### src/rtl/soc_system_pio_period_if.sv
// Avalon-MM slave bus for the double-buffered PIO period register block.
interface soc_system_pio_period_if;
    logic [2:0]  address;
    logic        chipselect;
    logic        write_n;
    logic [31:0] writedata;
    logic [31:0] readdata;

    modport master (output address, chipselect, write_n, writedata, input readdata);
    modport slave  (input address, chipselect, write_n, writedata, output readdata);
endinterface

### src/rtl/soc_system_pio_period.sv
// Double-buffered 24-bit PIO: software edits a shadow copy, a COMMIT write
// transfers it to the fabric-facing active register and pulses out_load.
module soc_system_pio_period (
    input  logic                           clk,
    input  logic                           reset_n,
    soc_system_pio_period_if.slave         bus,
    output logic [23:0]                    out_port,
    output logic                           out_load
);
    localparam logic [2:0] A_SHADOW   = 3'd0;
    localparam logic [2:0] A_COMMIT   = 3'd1;
    localparam logic [2:0] A_ACTIVE   = 3'd2;
    localparam logic [2:0] A_STATUS   = 3'd3;
    localparam logic [2:0] A_OUTSET   = 3'd4;
    localparam logic [2:0] A_OUTCLEAR = 3'd5;

    logic [23:0] r_shadow;
    logic [23:0] r_active;
    logic        r_pending;
    logic [7:0]  r_commit_cnt;
    logic        r_out_load;
    logic [31:0] r_readdata;

    logic        w_wr;
    logic        w_commit;
    logic [23:0] w_wdata;
    logic [31:0] w_rdata;
    logic        w_unused_hi;

    assign w_wr        = bus.chipselect & ~bus.write_n;
    assign w_wdata     = bus.writedata[23:0];
    assign w_commit    = w_wr && (bus.address == A_COMMIT) && bus.writedata[0];
    assign w_unused_hi = ^bus.writedata[31:24];

    // Read mux sees pre-write state, so a same-edge read returns the old value.
    always_comb begin
        w_rdata = 32'd0;
        case (bus.address)
            A_SHADOW: w_rdata = {8'd0, r_shadow};
            A_ACTIVE: w_rdata = {8'd0, r_active};
            A_STATUS: w_rdata = {16'd0, r_commit_cnt, 7'd0, r_pending};
            default:  w_rdata = 32'd0;
        endcase
    end

    always_ff @(posedge clk or negedge reset_n) begin
        if (!reset_n) begin
            r_shadow     <= 24'd0;
            r_active     <= 24'd0;
            r_pending    <= 1'b0;
            r_commit_cnt <= 8'd0;
            r_out_load   <= 1'b0;
            r_readdata   <= 32'd0;
        end else begin
            r_readdata <= w_rdata;
            r_out_load <= w_commit;
            if (w_commit) begin
                r_active     <= r_shadow;
                r_pending    <= 1'b0;
                r_commit_cnt <= r_commit_cnt + 8'd1;
            end else if (w_wr) begin
                case (bus.address)
                    A_SHADOW: begin
                        r_shadow  <= w_wdata;
                        r_pending <= 1'b1;
                    end
                    A_OUTSET: begin
                        r_shadow  <= r_shadow | w_wdata;
                        r_pending <= 1'b1;
                    end
                    A_OUTCLEAR: begin
                        r_shadow  <= r_shadow & ~w_wdata;
                        r_pending <= 1'b1;
                    end
                    default: ;
                endcase
            end
        end
    end

    assign bus.readdata = r_readdata;
    assign out_port     = r_active;
    assign out_load     = r_out_load;
endmodule
### src/flat_wrapper.sv
// flat-port wrapper written by rule: the top's interface ports become plain ports
module soc_system_pio_period_flat 
  (clk, reset_n, out_port, out_load, bus_address, bus_chipselect, bus_write_n, bus_writedata, bus_readdata);
  soc_system_pio_period_if bus_i ();
  input  logic clk;
  input  logic reset_n;
  output logic [23:0] out_port;
  output logic out_load;
  input wire logic [$bits(bus_i.address)-1:0] bus_address;
  input wire logic [$bits(bus_i.chipselect)-1:0] bus_chipselect;
  input wire logic [$bits(bus_i.write_n)-1:0] bus_write_n;
  input wire logic [$bits(bus_i.writedata)-1:0] bus_writedata;
  output wire logic [$bits(bus_i.readdata)-1:0] bus_readdata;
  assign bus_i.address = bus_address;
  assign bus_i.chipselect = bus_chipselect;
  assign bus_i.write_n = bus_write_n;
  assign bus_i.writedata = bus_writedata;
  assign bus_readdata = bus_i.readdata;
  soc_system_pio_period u_core (.clk(clk), .reset_n(reset_n), .bus(bus_i), .out_port(out_port), .out_load(out_load));
endmodule
### config.mk
export PLATFORM = sky130hd
export DESIGN_NAME = soc_system_pio_period_flat
export DESIGN_NICKNAME = d
export VERILOG_FILES = /design/src/rtl/soc_system_pio_period_if.sv /design/src/rtl/soc_system_pio_period.sv /design/src/flat_wrapper.sv
export SDC_FILE = /design/constraint.sdc
export NUM_CORES = 1
export LEC_CHECK = 0
export ABC_AREA = 1
export CORE_ASPECT_RATIO = 1.5
export CORE_MARGIN = 10
export CORE_UTILIZATION = 41
export CTS_CLUSTER_DIAMETER = 60
export DETAILED_ROUTE_END_ITERATION = 8
export GPL_TIMING_DRIVEN = 0
export PLACE_DENSITY = 0.8
export SYNTH_ARGS = -nofsm -noshare
export SYNTH_HDL_FRONTEND = slang
export SYNTH_SLANG_ARGS = --single-unit
### constraint.sdc
create_clock -name clk -period 1.5 [get_ports clk]
set_clock_uncertainty 0.1 [all_clocks]
set_input_delay 0.375 -clock clk [delete_from_list [all_inputs] [get_ports clk]]
set_output_delay 0.375 -clock clk [all_outputs]
set_load 0.02 [all_outputs]
==> summary.md <==
| Metric | Value |
|---|---|
| Post-route ant nets | `0` |
| Initial DRC count | `192` |
| Hold_ws | `0.240 ns` |
| Detailed-route DRC error count | `0` |
| Share of layout cells above drive strength 1 | `16.4%` |
| Router iterations before antenna repair | `6` |
| Initial Util | `41.6%` |
| # rows | `41` |
| Post-placement cell area | `4460 µm²` |
| Min Tclk post-route | `1.48 ns` |
| Final setup violating endpoints | `0` |
| H-tree levels | `3` |
| Crit end category | `primary output` |
| Total power | `6.13 mW` |
| CTS Buf Count | `9` |
| CP Launch Type | `flop` |
| Via count | `3012` |
| Sequential-to-total area share from yosys stat | `58.9%` |
| Leak | `2.39 nW` |
| P&R area growth vs syn | `39.4%` |
| Min-delay src | `bus_writedata[0]` |
| Top cell family by delay on the critical path | `flip-flops` |
| CP Class | `reg2out` |
| Die Span Y | `133 µm` |
| Pwr dens | `1260 nW/µm²` |
| Routed wire per std cell | `15.4 µm` |
| Final net count | `546` |
| CTS tree | `done` |
| Syn_area_per_cell | `8.75 µm²` |
| Final Cycle Share | `98.9%` |
| Total Routing Usage GR | `15.4%` |
| Largest net degree at the start of global routing | `71` |
| Max_cap viols | `0` |
| Max Clock Freq | `674 MHz` |
| Vias in the first global route | `3044` |
| FILL cells | `706` |
| FF-to-FF Start | `u_core.r_commit_cnt[2]` |
| Root Buffer | `clkbuf_16` |
| Die footprint | `12700 µm²` |
| Clock slew at reported path FFs | `0.06 ns` |
| Final-report max-slew violation count | `0` |
| Post-Layout Cell Count | `618` |
| Crit path required time | `1.02 ns` |
| IO Pins | `96` |
| CP Launch Point | `u_core.out_port[19]` |
| Status | `completed` |
| Crit-path cells | `clkdlybuf4s15_2` |
| Cell area after synthesis | `3480 µm²` |
| Synth Instances | `398` |
| Antenna cells | `0` |
| Endpoints failing hold | `0` |
| Worst EP arrival | `1.01 ns` |
| CTS Buffer Depth | `2` |
| Final global-route overflow total | `0` |
| Drt total wl | `9540 µm` |
| Synth Register Bits | `82` |
| Final Instance Area | `4850 µm²` |
| DP Cell Count | `592` |
| Ys Warns | `0` |
| Type of the tightest min-delay check | `in2reg` |
| WP buf/inv | `1` |
| DP HPWL | `6920 µm` |
| Via density | `4.87` |
| Initial antenna violation count | `0` |
| Core Util, Final | `58.0%` |
| Die X | `95.2 µm` |
| CP Max Fanout | `3` |
| First-pass GRT wire length | `15200 µm` |
| Clock latency on the worst-skew pair | `0.34 ns` |
| Peak supply drop | `0.857 mV` |
| Placeable Area | `8360 µm²` |
| Clock sink total | `82` |
| Crit-path max cell delay | `0.40 ns` |
| Post-synth cell types | `24` |
| Crit-path slowest cell | `dfrtp_1` |
| RePlAce Congestion | `0.853` |
| PortBufs | `79` |
## logic make-up after synthesis
| group | count (synthesis) | share of synthesized area [%] |
|---|---|---|
| and+or+nand+nor | 181 | 21.0 |
| DFF | 82 | 58.9 |
| AOI/OAI and AO/OA | 73 | 11.1 |
| buffers and inverters | 58 | 7.98 |
| xor gates and xnor gates | 2 | 0.503 |
| adders and majority gates | 1 | 0.359 |
| other | 1 | 0.108 |
## power by group
group | internal, mW | leakage [nW] | switching (mW)
clock network | 1.38 | 0.147 | 0.808
registers | 2.54 | 1.08 | 0.233
logic | 0.464 | 1.16 | 0.708
total | 4.39 | 2.39 | 1.75
## final timing paths
path / end / slack (ns) / cells past startpoint
worst max-delay path: out_port[19] / 0.02 / 1
max in group asynchronous: u_core.r_shadow[10] / 0.39 / 3
worst min-delay path: u_core.r_shadow[0] / 0.24 / 3
worst max register to register: u_core.r_commit_cnt[7] / 0.19 / 7
min in group asynchronous: u_core.bus.readdata[19] / 0.33 / 2
worst min register to register: u_core.r_shadow[6] / 0.37 / 2
## final cells by class
class	instances	area (µm²)	share of cell area, %
clock inverter	2	35.0	0.722
tap	107	134	2.76
timing repair buffer	90	835	17.2
buffer	24	185	3.82
inverter	34	128	2.63
sequential	82	2050	42.3
clock buffer	14	264	5.44
multi-input combinational	265	1220	25.2
## routing by layer
layer | GRT usage (%) | vias up | wire length [µm]
li1 | - | 1454 | -
met1 | 16.3 | 1420 | 3480
met2 | 25.6 | 117 | 5030
met3 | 5.38 | 21 | 739
met4 | 8.60 | 0 | 289
met5 | 0 | - | 0
## timing repair
item / 4_1_cts / 5_1_grt
gates resized for setup: 125 / 41
buffers inserted: 5 / 2
setup endpoints to repair: 126 / 73
gates cloned: 1 / 1
hold endpoints to repair: 12 / 0
pin swaps: 5 / 3
hold buffers: 1 / 0
## cell usage in the layout, fill, tap and decap left out, types with 2 or more instances in the layout
cell / count
o21ai_0: 38
clkbuf_8: 2
inv_1: 30
o211ai_1: 9
inv_2: 4
nor3_4: 2
buf_6: 5
dfrtp_1: 82
dlygate4sd2_1: 6
clkdlybuf4s15_1: 20
buf_2: 16
nor2_4: 3
clkdlybuf4s15_2: 12
clkbuf_1: 5
clkbuf_16: 9
o21ai_1: 25
nand2_1: 160
dlymetal6s2s_1: 2
clkdlybuf4s50_1: 24
conb_1: 8
buf_4: 23
nor2_1: 6
nand3_4: 2
nand3_1: 5
## per-stage QoR
step	TNS, ns	worst slack (ns)
after global routing	-0.133	-0.0236
final	0	0.0159
after global placement	-264.98	-2.78
after CTS	0	0.000595
after detailed placement	-41.26	-0.721
after floorplan	0	0.198
## flip-flops by register name, summed over array words and instances, names as in the netlist
register / cells
u_core.r_shadow: 24
u_core.bus.readdata: 24
u_core.r_pending: 1
u_core.out_load: 1
u_core.out_port: 24
u_core.r_commit_cnt: 8
## synth_stat cells
cell type | n | share of area, %
nor2_2 | 2 | 0.36
nand4_1 | 1 | 0.18
nand3_2 | 2 | 0.57
nand2_1 | 160 | 17
o211ai_1 | 9 | 1.9
nand3_1 | 6 | 0.86
a21oi_1 | 1 | 0.14
o21ai_1 | 24 | 3.4
nor2_1 | 6 | 0.65
buf_2 | 9 | 1.3
buf_4 | 11 | 2.4
xnor2_1 | 1 | 0.25
dfrtp_1 | 82 | 59
xor2_1 | 1 | 0.25
nand3b_1 | 1 | 0.22
conb_1 | 1 | 0.11
inv_1 | 31 | 3.3
ha_1 | 1 | 0.36
nor3_2 | 2 | 0.57
clkbuf_1 | 3 | 0.32
o21ai_0 | 39 | 5.6
inv_2 | 3 | 0.32
nor2_4 | 1 | 0.32
buf_6 | 1 | 0.32
Power figures use the tool's default switching activity.
